==> src/rtl/bsg_zynq_axil_master.sv <==
// bsg_zynq_axil_master
// Single-outstanding AXI4-Lite master. PL logic hands in one read or write
// command at a time over a valid/ready port; the block runs the matching AXI
// transaction and returns a single response beat carrying data and error
// status. Every AXI output is a function of registered state only, so there
// is no combinational path from any AXI input to any AXI output.
module bsg_zynq_axil_master #(
    parameter int C_M_AXI_DATA_WIDTH = 32,
    parameter int C_M_AXI_ADDR_WIDTH = 10,
    parameter int err_count_width_p  = 8
) (
    input  logic                              aclk,
    input  logic                              aresetn,

    // command port
    input  logic                              cmd_v_i,
    output logic                              cmd_ready_o,
    input  logic                              cmd_we_i,
    input  logic [C_M_AXI_ADDR_WIDTH-1:0]     cmd_addr_i,
    input  logic [C_M_AXI_DATA_WIDTH-1:0]     cmd_data_i,
    input  logic [C_M_AXI_DATA_WIDTH/8-1:0]   cmd_strb_i,

    // response port
    output logic                              rsp_v_o,
    input  logic                              rsp_yumi_i,
    output logic [C_M_AXI_DATA_WIDTH-1:0]     rsp_data_o,
    output logic                              rsp_we_o,
    output logic                              rsp_err_o,
    output logic [err_count_width_p-1:0]      err_count_o,

    // AXI4-Lite write address channel
    output logic [C_M_AXI_ADDR_WIDTH-1:0]     m_axi_awaddr,
    output logic [2:0]                        m_axi_awprot,
    output logic                              m_axi_awvalid,
    input  logic                              m_axi_awready,

    // AXI4-Lite write data channel
    output logic [C_M_AXI_DATA_WIDTH-1:0]     m_axi_wdata,
    output logic [C_M_AXI_DATA_WIDTH/8-1:0]   m_axi_wstrb,
    output logic                              m_axi_wvalid,
    input  logic                              m_axi_wready,

    // AXI4-Lite write response channel
    input  logic [1:0]                        m_axi_bresp,
    input  logic                              m_axi_bvalid,
    output logic                              m_axi_bready,

    // AXI4-Lite read address channel
    output logic [C_M_AXI_ADDR_WIDTH-1:0]     m_axi_araddr,
    output logic [2:0]                        m_axi_arprot,
    output logic                              m_axi_arvalid,
    input  logic                              m_axi_arready,

    // AXI4-Lite read data channel
    input  logic [C_M_AXI_DATA_WIDTH-1:0]     m_axi_rdata,
    input  logic [1:0]                        m_axi_rresp,
    input  logic                              m_axi_rvalid,
    output logic                              m_axi_rready
);

    localparam int STRB_W = C_M_AXI_DATA_WIDTH / 8;

    typedef enum logic [2:0] {
        S_IDLE  = 3'd0,
        S_WADDR = 3'd1,
        S_WRESP = 3'd2,
        S_RADDR = 3'd3,
        S_RDATA = 3'd4,
        S_RSP   = 3'd5
    } state_t;

    state_t                          r_state;
    state_t                          w_state_next;

    // holding registers for the command currently in flight
    logic                            r_we;
    logic [C_M_AXI_ADDR_WIDTH-1:0]   r_addr;
    logic [C_M_AXI_DATA_WIDTH-1:0]   r_data;
    logic [STRB_W-1:0]               r_strb;

    // AW and W complete independently; each remembers its own handshake
    logic                            r_aw_done;
    logic                            r_w_done;

    // captured response
    logic [C_M_AXI_DATA_WIDTH-1:0]   r_rsp_data;
    logic                            r_rsp_err;
    logic [err_count_width_p-1:0]    r_err_count;

    logic                            w_cmd_fire;
    logic                            w_aw_fire;
    logic                            w_w_fire;
    logic                            w_wr_done;
    logic                            w_b_fire;
    logic                            w_r_fire;
    logic                            w_cap_err;

    // outputs decoded from state and registers only
    assign cmd_ready_o   = (r_state == S_IDLE);
    assign rsp_v_o       = (r_state == S_RSP);
    assign rsp_data_o    = r_rsp_data;
    assign rsp_we_o      = r_we;
    assign rsp_err_o     = r_rsp_err;
    assign err_count_o   = r_err_count;

    assign m_axi_awaddr  = r_addr;
    assign m_axi_awprot  = 3'b000;
    assign m_axi_awvalid = (r_state == S_WADDR) & ~r_aw_done;
    assign m_axi_wdata   = r_data;
    assign m_axi_wstrb   = r_strb;
    assign m_axi_wvalid  = (r_state == S_WADDR) & ~r_w_done;
    assign m_axi_bready  = (r_state == S_WRESP);
    assign m_axi_araddr  = r_addr;
    assign m_axi_arprot  = 3'b000;
    assign m_axi_arvalid = (r_state == S_RADDR);
    assign m_axi_rready  = (r_state == S_RDATA);

    // handshake events
    assign w_cmd_fire = cmd_v_i & cmd_ready_o;
    assign w_aw_fire  = m_axi_awvalid & m_axi_awready;
    assign w_w_fire   = m_axi_wvalid & m_axi_wready;
    // both halves of the write are done, counting handshakes landing this cycle
    assign w_wr_done  = (r_aw_done | w_aw_fire) & (r_w_done | w_w_fire);
    assign w_b_fire   = m_axi_bvalid & m_axi_bready;
    assign w_r_fire   = m_axi_rvalid & m_axi_rready;
    assign w_cap_err  = (w_b_fire & (m_axi_bresp != 2'b00))
                      | (w_r_fire & (m_axi_rresp != 2'b00));

    // state register
    always_ff @(posedge aclk or negedge aresetn) begin
        if (!aresetn) begin
            r_state <= S_IDLE;
        end else begin
            r_state <= w_state_next;
        end
    end

    // next-state logic: each state waits on exactly one handshake condition
    always_comb begin
        w_state_next = r_state;
        case (r_state)
            S_IDLE:  if (cmd_v_i)        w_state_next = cmd_we_i ? S_WADDR : S_RADDR;
            S_WADDR: if (w_wr_done)      w_state_next = S_WRESP;
            S_WRESP: if (m_axi_bvalid)   w_state_next = S_RSP;
            S_RADDR: if (m_axi_arready)  w_state_next = S_RDATA;
            S_RDATA: if (m_axi_rvalid)   w_state_next = S_RSP;
            S_RSP:   if (rsp_yumi_i)     w_state_next = S_IDLE;
            default:                     w_state_next = S_IDLE;
        endcase
    end

    // latch the command on accept; held stable until the next accept
    always_ff @(posedge aclk or negedge aresetn) begin
        if (!aresetn) begin
            r_we   <= 1'b0;
            r_addr <= '0;
            r_data <= '0;
            r_strb <= '0;
        end else if (w_cmd_fire) begin
            r_we   <= cmd_we_i;
            r_addr <= cmd_addr_i;
            r_data <= cmd_data_i;
            r_strb <= cmd_strb_i;
        end
    end

    // track AW/W completion; both flags clear together when leaving WADDR
    always_ff @(posedge aclk or negedge aresetn) begin
        if (!aresetn) begin
            r_aw_done <= 1'b0;
            r_w_done  <= 1'b0;
        end else if (r_state == S_WADDR) begin
            if (w_wr_done) begin
                r_aw_done <= 1'b0;
                r_w_done  <= 1'b0;
            end else begin
                if (w_aw_fire) r_aw_done <= 1'b1;
                if (w_w_fire)  r_w_done  <= 1'b1;
            end
        end
    end

    // capture response data/status; writes report zero data
    always_ff @(posedge aclk or negedge aresetn) begin
        if (!aresetn) begin
            r_rsp_data <= '0;
            r_rsp_err  <= 1'b0;
        end else if (w_b_fire) begin
            r_rsp_data <= '0;
            r_rsp_err  <= (m_axi_bresp != 2'b00);
        end else if (w_r_fire) begin
            r_rsp_data <= m_axi_rdata;
            r_rsp_err  <= (m_axi_rresp != 2'b00);
        end
    end

    // saturating count of non-OKAY responses; holds at all-ones
    always_ff @(posedge aclk or negedge aresetn) begin
        if (!aresetn) begin
            r_err_count <= '0;
        end else if (w_cap_err && (r_err_count != {err_count_width_p{1'b1}})) begin
            r_err_count <= r_err_count + err_count_width_p'(1);
        end
    end

endmodule

==> config.mk <==
export PLATFORM = sky130hd
export DESIGN_NAME = bsg_zynq_axil_master
export DESIGN_NICKNAME = d
export VERILOG_FILES = /design/src/rtl/bsg_zynq_axil_master.sv
export SDC_FILE = /design/constraint.sdc
export NUM_CORES = 1
export LEC_CHECK = 0
export ABC_AREA = 1
export BUFFER_PORTS_ARGS = -buffer_cell sky130_fd_sc_hd__buf_4
export CAP_MARGIN = 0
export CELL_PAD_IN_SITES_DETAIL_PLACEMENT = 1
export CELL_PAD_IN_SITES_GLOBAL_PLACEMENT = 1
export CORE_ASPECT_RATIO = 0.9
export CORE_MARGIN = 4
export CORE_UTILIZATION = 37
export DETAILED_ROUTE_END_ITERATION = 8
export GPL_TIMING_DRIVEN = 0
export PLACE_DENSITY = 0.91
export SYNTH_ARGS = -nofsm -noshare
export SYNTH_HDL_FRONTEND = slang
export SYNTH_SLANG_ARGS = --single-unit
==> constraint.sdc <==
create_clock -name aclk -period 2.7 [get_ports aclk]
set_input_delay 0.405 -clock aclk [delete_from_list [all_inputs] [get_ports aclk]]
set_output_delay 0.405 -clock aclk [all_outputs]
set_load 0.01 [all_outputs]
* Word-level counts from Yosys, hierarchy flattened
Cells that the tools add are included.
** Operators by class
- Add/subtract/negate cells :: 1
- Equal/unequal tests :: 12
- Mux-type cells :: 16
- Bitwise logic cells :: 15
- Reduce and logical (&&, ||, !) cells :: 10
** Operators with widths (count)
- $mux 32 :: 2
- $mux 3 :: 6
- $pmux 3 s6 :: 1
- $and 1x1->1 :: 10
- $reduce_bool 2->1 :: 5
- $add 8x1->8 const B :: 1
- $ne 2x2->1 const B :: 4
- $ne 8x8->1 const B :: 1
- $eq 3x2->1 const B :: 2
- $eq 3x3->1 const B :: 2
- $mux 1 :: 6
- $reduce_and 6->1 :: 1
- $ne 2x1->1 const B :: 2
- $reduce_and 2->1 :: 2
- $eq 3x1->1 const B :: 1
- $logic_not 3->1 :: 1
- $or 1x1->1 :: 3
- $mux 2 :: 1
- $not 1->1 :: 2
- $logic_and 1x1->1 :: 1
** Storage, ports and cells
- Register bits :: 93
- Input bits :: 92
- Output and inout bits :: 111

* Longest topological paths before layout
Gate-level depths: netlist of run 1.
- Depth after elaboration :: 7
- Mapped depth :: 9

* Least setup slack after synthesis of run 1
No wires, ideal clock.
- Kind :: register to register
- Start point :: register r_err_count[0] (netlist: err_count_o[0])
- End point :: register r_err_count[5] (netlist: err_count_o[5])
- Arrival time :: 1.410 ns
- Required time :: 2.634 ns
- Setup slack :: 1.224 ns
- Stages on the path, launching flop included :: 8
- Path through :: dfrtp_1 ha_1 nand3_1 nor2_1 nand3_1 nand2_2 nand2_1 nand2_1
** Between the ends
- Word-level cells in the longest chain between the ends :: 2
- Elaborated cells on any way between the ends :: 3
- Those cells by class :: add/sub (1); eq/ne (1); reduce/logical (1)
** RTL lines
- start: declaration :: RTL line 88 : logic [err_count_width_p-1:0] r_err_count;
- start signal: assignment :: RTL line 202 : r_err_count <= r_err_count + err_count_width_p'(1);
- parallel branches: the longest is 2 deep, another holds $add 8x1->8
Parallel ways; which one is timed is not known.
A chain may end at the register's enable or synchronous reset.

* Worst setup path after layout of run 1
- Start point :: register r_err_count[0] (netlist: err_count_o[0])
- End point :: register r_err_count[6] (netlist: err_count_o[6])
The elaborated chain is that of the path after synthesis.

==> summary.md, run 1 <==
| Metric | Value |
|---|---|
| Pwr/cell area | `1200 nW/um^2` |
| Largest net degree at the start of global routing | `94` |
| Setup crit end kind | `flip-flop` |
| Setup TNS Final | `0 ns` |
| GRT Overall Usage | `21.7%` |
| Final setup viols | `0` |
| Crit share post-route | `66.4%` |
| FF-to-FF Start | `err_count_o[0]$_DFFE_PN0P_` |
| Final net count | `687` |
| Setup Buffers After CTS | `0` |
| Clk slew on worst S/H paths | `0.07 ns` |
| Number of routed nets with antenna violations | `0` |
| Clk_lat worst skew | `0.34 ns` |
| Status | `finished clean` |
| Post-Syn Area per Cell | `10.9 sq um` |
| Post-CTS sizing | `0` |
| Overflow after GRT | `0` |
| Most frequent cell after synthesis | `nand2_1` |
| Clock buffer depth | `2` |
| Detailed Place HPWL | `10800 microns` |
| Tmin final | `1.79 ns` |
| Gp weighted congestion | `0.786` |
| Root Driver | `clkbuf_16` |
| Vias | `3520` |
| Worst Setup Path Type | `reg -> reg` |
| RSZ-0062 raised after global routing | `no` |
| Number of enable flip-flop cells after synthesis | `0` |
| Num ports | `203` |
| Capturing point of the worst reg2reg path | `err_count_o[6]$_DFFE_PN0P_` |
| Cells after Synth | `382` |
| Ys Warns | `0` |
| Netlist cell types | `28` |
| Antenna diode count | `0` |
| CTS tree | `yes` |
| Top FF cell, synth | `dfrtp_1` |
| Die Wd | `120 microns` |
| Hold WC Path Type | `in -> reg` |
| Rel. slew slack | `20.9%` |
| R2R Setup Slk | `0.91 ns` |
| Worst Hold End | `rsp_data_o[8]$_DFFE_PN0P_` |
| Fmax | `557 MHz` |
| Core area | `10900 sq um` |
| VDD IR max | `0.000552 V` |
| Vias per cell | `4.69` |
| Layout cell share with drive strength beyond 1 | `49.2%` |
| Hold-fix buffers, CTS | `0` |
| Register area share after synthesis | `56.1%` |
| Ys async rst share | `100%` |
| DR DRC count | `0` |
| Static Leak | `0.00340 uW` |
| Commonest cells post-synth | `nand2_1, dfrtp_1, nand3_1` |
| Worst-Margin Slew | `1.19 ns` |
| Worst endpoint required time | `2.98 ns` |
| Area added between synthesis and finish | `48.0%` |
| WHS Path Cells | `3` |
| Area contributors post-synth | `dfrtp_1, mux2_4, nand2_1` |
| Number of global-route vias before repair | `3832` |
| Slew Viols, Final | `0` |
| Arrival time worst endpoint | `2.07 ns` |
| Final Skew | `0.00757 ns` |
| Final Hold Fails | `0` |
| Drt wl/cell | `18.5 microns` |
| # Max-Cap Violations | `0` |
| Hold_sp | `m_axi_rdata[8]` |
| Share of the synthesized area in the top cell type | `56.1%` |
| Cell taking the most area after synthesis | `dfrtp_1` |
| DIE AREA | `13000 sq um` |
| Synthesized cell area | `4150 sq um` |
| FF+latch count, synth | `93` |
| DRT Pass-1 Iters | `4` |
| Initial antenna violation count | `0` |
| Worst Path Max Fanout | `9` |
| DR iter-0 viols | `142` |
| DIE HEIGHT | `108 microns` |
| FP Rows | `36` |
| Initial core utilization | `38.1%` |
| R2R depth | `7` |
| Num Clock Sinks | `93` |
| Setup crit start kind | `flip-flop` |
| H-tree levels | `3` |
| Num CTS Buffers | `9` |
| Overall power | `7350 uW` |
| IO buf count | `196` |
| WL final | `13900 microns` |
| First-pass GRT wire length | `21700 microns` |
power by group:
group	total [uW]	internal (uW)	switching, uW	leakage [uW]
Clock	1320	772	543	0.000145
Sequential	2540	2070	469	0.00116
Combinational	3500	1910	1590	0.00210
Total	7350	4750	2600	0.00340
cells in the final DEF (no fill, tap or decap):
| cell type | n |
|---|---|
| mux2_2 | 17 |
| nor2_1 | 8 |
| a21oi_1 | 2 |
| clkbuf_1 | 3 |
| nand3_1 | 53 |
| a21boi_0 | 2 |
| dfrtp_1 | 93 |
| clkbuf_16 | 9 |
| nand2_1 | 104 |
| nand2_2 | 3 |
| inv_2 | 3 |
| nor2_4 | 1 |
| nand2_4 | 1 |
| buf_6 | 5 |
| xnor2_1 | 1 |
| mux2_4 | 30 |
| xor2_1 | 3 |
| clkbuf_8 | 2 |
| o21ai_4 | 1 |
| bufinv_16 | 1 |
| buf_2 | 6 |
| buf_1 | 2 |
| o211ai_1 | 1 |
| inv_1 | 17 |
| clkinvlp_4 | 2 |
| or2_2 | 1 |
| o21ai_0 | 2 |
| buf_4 | 212 |
| nand4_1 | 3 |
| nand3b_1 | 3 |
| inv_6 | 1 |
| conb_1 | 6 |
| ha_1 | 1 |
cell type report:
cell class              instances  area (sq um)
repair buffers                196          1470
plain buffers                  31           221
clock buffers                  12           256
well taps                     152           190
clock inverters                 4          53.8
fillers                      1247          4760
multi-input cells             243          1550
flip-flops and latches         93          2330
inverters                      20          75.1
stage by stage:
stage	hold slack, ns	std cells	worst slack [ns]	instance area (sq um)	utilization, %
after floorplan	0.109	387	1.22	4170	-
after detailed placement	0.495	735	0.921	5830	53.5
after CTS	0.250	751	0.886	6140	56.3
after global placement	0.487	735	1.02	5830	53.5
final	0.264	751	0.906	6140	56.3
after global routing	0.246	751	0.655	6140	56.3
kinds of logic after synthesis:
kind of cell             after synthesis  share of synthesized area [%]
AND/OR/NAND/NOR                      177                           18.7
buffers and inverters                 51                           7.15
multiplexers                          47                           15.5
XOR/XNOR                               4                          0.844
AO/OA/AOI/OAI                          8                           1.42
flip-flops                            93                           56.1
other                                  1                         0.0904
adder cells (fa/ha/maj)                1                          0.301
sequential cells by signal, summed over array words and instances, names as in the netlist:
name / flops
rsp_data_o: 32
m_axi_araddr: 10
m_axi_wstrb: 4
r_w_done: 1
m_axi_wdata: 32
rsp_we_o: 1
err_count_o: 8
rsp_err_o: 1
r_aw_done: 1
r_state: 3
critical path, stage by stage, from the launching register on:
cell and delay [ns]:
dfrtp_1 0.41, ha_1 0.21, nand3_1 0.12, nor2_1 0.21, nand3_1 0.35, nand2_2 0.29
nand2_1 0.08, nand2_1 0.07
metal layers:
layer	part of all wire [%]	vias to the layer above	wire length, microns	track usage [%]
li1	-	1651	-	-
met4	2.0	0	277	5.64
met1	38	1709	5340	24.4
met3	9.3	16	1290	9.94
met2	50	144	6990	37.7
met5	0	-	0	0
how the worst max path moves through the flow:
stage / from / to / slack [ns] / cells past startpoint
finish: err_count_o[0]$_DFFE_PN0P_ / err_count_o[6]$_DFFE_PN0P_ / 0.91 / 7
global route: err_count_o[0]$_DFFE_PN0P_ / err_count_o[6]$_DFFE_PN0P_ / 0.66 / 7
CTS: err_count_o[0]$_DFFE_PN0P_ / err_count_o[6]$_DFFE_PN0P_ / 0.89 / 7
detailed placement: err_count_o[0]$_DFFE_PN0P_ / err_count_o[1]$_DFFE_PN0P_ / 0.92 / 7
global placement: err_count_o[0]$_DFFE_PN0P_ / err_count_o[6]$_DFFE_PN0P_ / 1.02 / 7
floorplan: err_count_o[0]$_DFFE_PN0P_ / err_count_o[5]$_DFFE_PN0P_ / 1.22 / 7
(Power assumes the default switching activity.)
==> inputs of run 2 (changes only) <==
--- a/config.mk
+++ b/config.mk
@@ -5,17 +5,17 @@
 export SDC_FILE = /design/constraint.sdc
 export NUM_CORES = 1
 export LEC_CHECK = 0
-export ABC_AREA = 1
+export ABC_AREA = 0
 export BUFFER_PORTS_ARGS = -buffer_cell sky130_fd_sc_hd__buf_4
 export CAP_MARGIN = 0
 export CELL_PAD_IN_SITES_DETAIL_PLACEMENT = 1
 export CELL_PAD_IN_SITES_GLOBAL_PLACEMENT = 1
 export CORE_ASPECT_RATIO = 0.9
 export CORE_MARGIN = 4
-export CORE_UTILIZATION = 37
+export CORE_UTILIZATION = 34
 export DETAILED_ROUTE_END_ITERATION = 8
 export GPL_TIMING_DRIVEN = 0
-export PLACE_DENSITY = 0.91
+export PLACE_DENSITY = 0.84
 export SYNTH_ARGS = -nofsm -noshare
 export SYNTH_HDL_FRONTEND = slang
 export SYNTH_SLANG_ARGS = --single-unit
==> constraint.sdc (replaced) <==
create_clock -name aclk -period 1.8 [get_ports aclk]
set_input_delay 0.27 -clock aclk [delete_from_list [all_inputs] [get_ports aclk]]
set_output_delay 0.27 -clock aclk [all_outputs]
set_load 0.01 [all_outputs]
==> run 2 against run 1 <==
  * Hold slack worse by 0.11 ns
  * Critical endpoint is now m_axi_araddr[7]$_DFFE_PN0P_
  * Routed wire length shrank 18%
  * Largest power group unchanged
  * Cell count is 13% lower
  * Sequential power is 46% higher
  * Combinational power increased by 40%
  * Total power is 40% higher
  * Highest routed layer unchanged
==> summary.md, run 2 <==
| Metric | Value |
|---|---|
| Status | `finished clean` |
| Placed cell areas | `5540 sq um (-5.0%)` |
| Most frequent cell after synthesis | `dfrtp_1` |
| Die Wd | `120 microns (+0.47%)` |
| Arrival time worst endpoint | `1.96 ns (-0.11 ns)` |
| Largest net degree at the start of global routing | `94 (unchanged)` |
| # Max-Cap Violations | `0 (unchanged)` |
| Netlist cell types | `44 (+57%)` |
| Area contributors post-synth | `dfrtp_1, mux2_1, a22o_1` |
| Antenna diode count | `0 (unchanged)` |
| Static Leak | `0.00296 uW (-13%)` |
| Setup crit start kind | `flip-flop` |
| Commonest cells after routing, fill and taps aside | `buf_4, dfrtp_1, a22o_1` |
| Worst endpoint required time | `2.00 ns (-0.98 ns)` |
| Detailed Place HPWL | `8790 microns (-19%)` |
| Num CTS Buffers | `9 (unchanged)` |
| Initial core utilization | `35.2% (-2.9 points)` |
| Vias per cell | `4.70 (+0.32%)` |
| Final net count | `587 (-15%)` |
| Final worst setup slack | `0.0410 ns (-0.865 ns)` |
| Worst Path Max Fanout | `10 (+1)` |
| FF+latch count, synth | `93 (unchanged)` |
| Root Driver | `clkbuf_16` |
| Hold_sp | `cmd_addr_i[9]` |
| DR iter-0 viols | `123 (-13%)` |
| Layout cell share with drive strength beyond 1 | `56.9% (+7.7 points)` |
| Commonest non-fill, non-tap cell in the layout | `buf_4` |
| Cells after Synth | `280 (-27%)` |
| Share of the synthesized area in the top cell type | `60.4% (+4.3 points)` |
| VDD IR max | `0.000722 V (+31%)` |
| Post-route cell area | `5910 sq um (-3.7%)` |
| DIE HEIGHT | `109 microns (+0.47%)` |
| Ys Warns | `0 (unchanged)` |
| Initial antenna violation count | `0 (unchanged)` |
| FF-to-FF Start | `r_state[2]$_DFFE_PN0P_` |
| Post-Syn Area per Cell | `13.8 sq um (+27%)` |
| CTS tree | `yes` |
| Post-Place Setup Slack | `-0.142 ns (-1.06 ns)` |
| Crit-path max cell delay | `0.37 ns (-0.04 ns)` |
| Tmin final | `1.76 ns (-0.0349 ns)` |
| Hold WC Path Type | `in -> reg` |
| Clock buffer depth | `2 (unchanged)` |
| Crit-path cells | `buf_6 -> or2_4 -> nor2_4 -> and2_4 -> buf_8 -> buf_8 -> mux2_1` |
| Fmax | `569 MHz (+2.0%)` |
| Rel. slew slack | `22.8% (+1.9 points)` |
| Final Hold Fails | `0 (unchanged)` |
| Number of enable flip-flop cells after synthesis | `0 (unchanged)` |
| Core area | `10900 sq um (+0.41%)` |
| Final setup viols | `0 (unchanged)` |
| H-tree levels | `3 (unchanged)` |
| Slew Viols, Final | `0 (unchanged)` |
| Setup crit end kind | `flip-flop` |
| IO buf count | `196 (unchanged)` |
| GRT Overall Usage | `16.9% (-4.8 points)` |
| Crit share post-route | `97.7% (+31 points)` |
| Register area share after synthesis | `60.4% (+4.3 points)` |
| Setup TNS Final | `0 ns (unchanged)` |
| Vias | `3061 (-13%)` |
| Commonest cells post-synth | `dfrtp_1, a22o_1, mux2_1` |
| Cell taking the most area after synthesis | `dfrtp_1` |
| Most used cell, CP | `buf_8` |
| Number of routed nets with antenna violations | `0 (unchanged)` |
| Clk slew on worst S/H paths | `0.07 ns (about the same)` |
| DRT Pass-1 Iters | `4 (unchanged)` |
| Top FF cell, synth | `dfrtp_1` |
| Area added between synthesis and finish | `53.5%` |
| Gp weighted congestion | `0.764 (-2.8%)` |
| WL final | `11400 microns (-18%)` |
| Final Skew | `0.00566 ns (-0.00191 ns)` |
| Ys async rst share | `100% (unchanged)` |
| Worst Setup Path Type | `reg -> reg` |
| Crit path from | `r_state[2]$_DFFE_PN0P_` |
| DIE AREA | `13100 sq um (+0.94%)` |
| Drt wl/cell | `17.5 microns (-5.5%)` |
| Num ports | `203 (unchanged)` |
| Finished Core Util | `54.0% (-2.3 points)` |
| Clk_lat worst skew | `0.32 ns (-0.02 ns)` |
| CP max-delay cell | `dfrtp_1` |
| First-pass GRT wire length | `17700 microns (-18%)` |
| Overflow after GRT | `0 (unchanged)` |
| Pwr/cell area | `1750 nW/um^2 (+46%)` |
| Number of global-route vias before repair | `3417 (-11%)` |
| FP Rows | `36 (unchanged)` |
| Worst-Margin Slew | `1.16 ns (-0.0279 ns)` |
| Num Clock Sinks | `93 (unchanged)` |
| RSZ-0062 raised after global routing | `yes` |
| DR DRC count | `0 (unchanged)` |
| Synthesized cell area | `3850 sq um (-7.2%)` |
| Hold-fix buffers, CTS | `0 (unchanged)` |
-- run 2: kinds of logic (layout without fill, tap and decap cells) --
group                    after synthesis  in the layout  share of synthesized area, %
multiplexers                          49             49                          14.3
flip-flops                            93             93                          60.4
AO/OA/AOI/OAI                         52             52                          11.1
other                                  1              6                        0.0973
XOR/XNOR                               5              5                          1.14
adder cells (fa/ha/maj)                1              1                         0.325
buffers and inverters                 36            250                          6.04
AND/OR/NAND/NOR                       43             43                          6.56
-- run 2: path summary, 6_finish.rpt --
path	slack (ns)	to	depth (start not counted)
max in group asynchronous	0.83	r_state[0]$_DFFE_PN0P_	1
max reg2reg	0.04	m_axi_araddr[7]$_DFFE_PN0P_	7
min in group asynchronous	0.17	err_count_o[1]$_DFFE_PN0P_	1
max	0.04	m_axi_araddr[7]$_DFFE_PN0P_	7
min	0.16	m_axi_araddr[9]$_DFFE_PN0P_	2
min reg2reg	0.49	rsp_err_o$_DFFE_PN0P_	1
-- run 2: repair_timing --
action | 4_1_cts | 5_1_grt
setup endpoints to repair | 75 | 81
endpoints found under the hold margin | 0 | 0
pin swaps | 1 | 5
buffers inserted | 2 | 2
resized for setup | 17 | 10
-- run 2: stage by stage --
stage               hold WS [ns]  power (uW)  cells
global placement           0.464        8260    633
CTS                        0.147       10400    650
detailed placement         0.479        8500    633
finish                     0.157       10300    651
global route               0.143       11000    651
floorplan                -0.0256        5970    285
-- run 2: area by class of cell --
cell class                      instances  area (sq um)
Clock inverter                          5          36.3
Multi-Input combinational cell        156          1360
Buffer                                 31           253
Fill cell                            1175          5030
Timing Repair Buffer                  200          1510
Clock buffer                           11           233
Tap cell                              152           190
Sequential cell                        93          2330
Inverter                                3          11.3
-- run 2: report_power, final --
| group | total, uW | switching (uW) | internal [uW] |
|---|---|---|---|
| registers | 3720 | 639 | 3080 |
| logic | 4890 | 2100 | 2790 |
| clock network | 1710 | 771 | 940 |
-- run 2: critical path: cells and delay by family, from the launching register on --
family        cells  cell delay, ns
flops             1            0.37
mux               1            0.34
buf+inv           3            0.42
simple gates      3            0.51
-- run 2: layer usage --
metal	vias to the layer above	track usage (%)	routed length (microns)	part of all wire, %
met5	-	0	0	0
met4	0	6.30	242	2.1
met3	14	5.86	961	8.4
met2	130	29.8	5940	52
met1	1509	19.1	4250	37
li1	1408	-	-	-
==> inputs of run 3 (changes only) <==
--- a/config.mk
+++ b/config.mk
@@ -12,10 +12,10 @@
 export CELL_PAD_IN_SITES_GLOBAL_PLACEMENT = 1
 export CORE_ASPECT_RATIO = 0.9
 export CORE_MARGIN = 4
-export CORE_UTILIZATION = 34
+export CORE_UTILIZATION = 37
 export DETAILED_ROUTE_END_ITERATION = 8
 export GPL_TIMING_DRIVEN = 0
-export PLACE_DENSITY = 0.84
+export PLACE_DENSITY = 0.9
 export SYNTH_ARGS = -nofsm -noshare
 export SYNTH_HDL_FRONTEND = slang
 export SYNTH_SLANG_ARGS = --single-unit
==> constraint.sdc (replaced) <==
create_clock -name aclk -period 2.2 [get_ports aclk]
set_input_delay 0.33 -clock aclk [delete_from_list [all_inputs] [get_ports aclk]]
set_output_delay 0.33 -clock aclk [all_outputs]
set_load 0.01 [all_outputs]
==> run 3 against run 2 <==
  * Non-clock buffer count down 2
  * Setup slack better by 0.11 ns
  * First-iteration DRC count down 3.3%
  * Via count up 0.88%
  * Sequential cell count unchanged
  * Clock skew about the same
  * Combinational power down 22%
  * Cell area down 1.3%
  * Die area down 7.6%
  * Register-to-register slack better by 0.11 ns
  * Clock power down 4%
  * Critical path depth unchanged
==> summary.md, run 3 (same netlist as run 2, synthesis figures left out) <==
| Metric | Value |
|---|---|
| Crit-path cells | `clkbuf_2 -> or2_4 -> nor2_1 -> and2_1 -> buf_4 -> buf_6 -> mux2_2` |
| Num CTS Buffers | `9 (unchanged)` |
| Die Wd | `116 microns (-3.9%)` |
| Final Skew | `0.00554 ns (-0.000119 ns)` |
| Final Hold Fails | `0 (unchanged)` |
| Detailed Place HPWL | `8630 microns (-1.8%)` |
| CTS tree | `yes` |
| CP max-delay cell | `dfrtp_1` |
| RSZ-0062 raised after global routing | `no` |
| Status | `finished clean` |
| Overflow after GRT | `0 (unchanged)` |
| Tmin final | `2.05 ns (+0.290 ns)` |
| Vias | `3088 (+0.88%)` |
| Layout fillers | `1063 (-9.5%)` |
| FF-to-FF Start | `r_state[0]$_DFFE_PN0P_` |
| Clk_lat worst skew | `0.33 ns (about the same)` |
| Final worst setup slack | `0.151 ns (+0.110 ns)` |
| Commonest cells after routing, fill and taps aside | `buf_4, dfrtp_1, a22o_1` |
| Crit share post-route | `93.1% (-4.6 points)` |
| Drt wl/cell | `17.9 microns (+2.2%)` |
| Multi-input gate area | `1310 sq um (-3.3%)` |
| DR DRC count | `0 (unchanged)` |
| Pwr/cell area | `1460 nW/um^2 (-16%)` |
| Internal power | `5700 uW (-16%)` |
| Switch share | `33.1% (-0.88 points)` |
| Vias per cell | `4.93 (+4.9%)` |
| Initial core utilization | `37.8% (+2.6 points)` |
| Slew Viols, Final | `0 (unchanged)` |
| FP Rows | `35 (-2.8%)` |
| Setup TNS Final | `0 ns (unchanged)` |
| H-tree levels | `3 (unchanged)` |
| VDD IR max | `0.000795 V (+10%)` |
| Fmax | `488 MHz (-14%)` |
| Setup crit end kind | `flip-flop` |
| Clk slew on worst S/H paths | `0.07 ns (about the same)` |
| Static Leak | `0.00295 uW (-0.36%)` |
| Setup crit start kind | `flip-flop` |
| Worst-Margin Slew | `1.18 ns (+0.0233 ns)` |
| Net switching power | `2820 uW (-20%)` |
| Antenna diode count | `0 (unchanged)` |
| Sequential cell area | `2330 sq um (about the same)` |
| Worst endpoint required time | `2.41 ns (+0.41 ns)` |
| Finished Core Util | `57.2% (+3.2 points)` |
| Worst Setup Path Type | `reg -> reg` |
| Root Driver | `clkbuf_16` |
| Num ports | `203 (unchanged)` |
| DIE AREA | `12100 sq um (-7.6%)` |
| Overall power | `8510 uW (-18%)` |
| Combinational power share | `45.0% (-2.4 points)` |
| Clock buffer depth | `2 (unchanged)` |
| WP buf/inv | `3 (unchanged)` |
| First-pass GRT wire length | `17400 microns (-1.8%)` |
| GRT Overall Usage | `18.4% (+1.4 points)` |
| Post-Place Setup Slack | `0.139 ns (+0.280 ns)` |
| Commonest non-fill, non-tap cell in the layout | `buf_4` |
| Gp weighted congestion | `0.752 (-1.5%)` |
| Area added between synthesis and finish | `51.4%` |
| Cell family with most CP delay | `simple AND/OR/NAND/NOR gates` |
| Number of global-route vias before repair | `3388 (-0.85%)` |
| Clk pwr share | `19.4% (+2.8 points)` |
| Core area | `10200 sq um (-6.8%)` |
| DIE HEIGHT | `105 microns (-3.8%)` |
| DR iter-0 viols | `119 (-3.3%)` |
| Layout cell share with drive strength beyond 1 | `53.9% (-3.0 points)` |
| Worst Path Max Fanout | `10 (unchanged)` |
| Initial antenna violation count | `0 (unchanged)` |
| # Max-Cap Violations | `0 (unchanged)` |
| Final net count | `585 (-0.34%)` |
| Num Clock Sinks | `93 (unchanged)` |
| Final hold slack | `0.201 ns (+0.0438 ns)` |
| Number of routed nets with antenna violations | `0 (unchanged)` |
| Rel. slew slack | `21.2% (-1.6 points)` |
| Crit path from | `r_state[0]$_DFFE_PN0P_` |
| Largest net degree at the start of global routing | `94 (unchanged)` |
| WL final | `11200 microns (-1.7%)` |
| Hold WC Path Type | `in -> async` |
| Sequential fraction of design power | `35.6% (-0.5 points)` |
| DRT Pass-1 Iters | `6 (+2)` |
| Crit-path max cell delay | `0.37 ns (about the same)` |
| Arrival time worst endpoint | `2.26 ns (+0.30 ns)` |
| IO buf count | `196 (unchanged)` |
| Final setup viols | `0 (unchanged)` |
run 3: per-layer routing:
metal / wire length (microns) / up-vias / GRT usage [%]
li1: - / 1407 / -
met1: 4220 / 1534 / 21.3
met2: 5860 / 132 / 32.5
met3: 893 / 15 / 5.44
met4: 220 / 0 / 5.36
met5: 0 / - / 0
run 3: path summary, 6_finish.rpt:
path,cells past startpoint,to,slack [ns]
setup / recovery,7,m_axi_wdata[19]$_DFFE_PN0P_,0.15
hold / removal,1,err_count_o[4]$_DFFE_PN0P_,0.20
setup reg to reg,7,m_axi_wdata[19]$_DFFE_PN0P_,0.15
hold reg to reg,1,rsp_err_o$_DFFE_PN0P_,0.48
max in group asynchronous,1,r_state[1]$_DFFE_PN0P_,1.20
min in group aclk,2,m_axi_wdata[15]$_DFFE_PN0P_,0.22
run 3: final cells by class:
| type | instances | share of cell area (%) |
|---|---|---|
| clock inverters | 6 | 1.48 |
| multi-input cells | 156 | 22.5 |
| well taps | 129 | 2.77 |
| repair buffers | 196 | 25.2 |
| inverters | 3 | 0.193 |
| clock buffers | 10 | 4.10 |
| plain buffers | 33 | 3.88 |
| flip-flops and latches | 93 | 39.9 |
run 3: per-stage QoR:
step | std cells | cell area, sq um
2_1_floorplan | 285 | 3870
3_5_place_dp | 610 | 5500
3_3_place_gp | 610 | 5500
5_1_grt | 626 | 5830
4_1_cts | 626 | 5830
6_report | 626 | 5830
run 3: repair_timing:
item / 4_1_cts / 5_1_grt
setup endpoints to repair: 0 / 4
setup buffers: 0 / 0
resized for setup: 0 / 3
hold buffers: 0 / 0
run 3: power groups by stage:
stage	Clock (uW)	Combinational [uW]	Sequential, uW
6_report	1650	3830	3030
5_1_grt	1800	4140	3140
4_1_cts	1710	3900	3040
3_5_place_dp	0	3880	3050
3_3_place_gp	0	3740	2980
2_1_floorplan	0	1540	3330
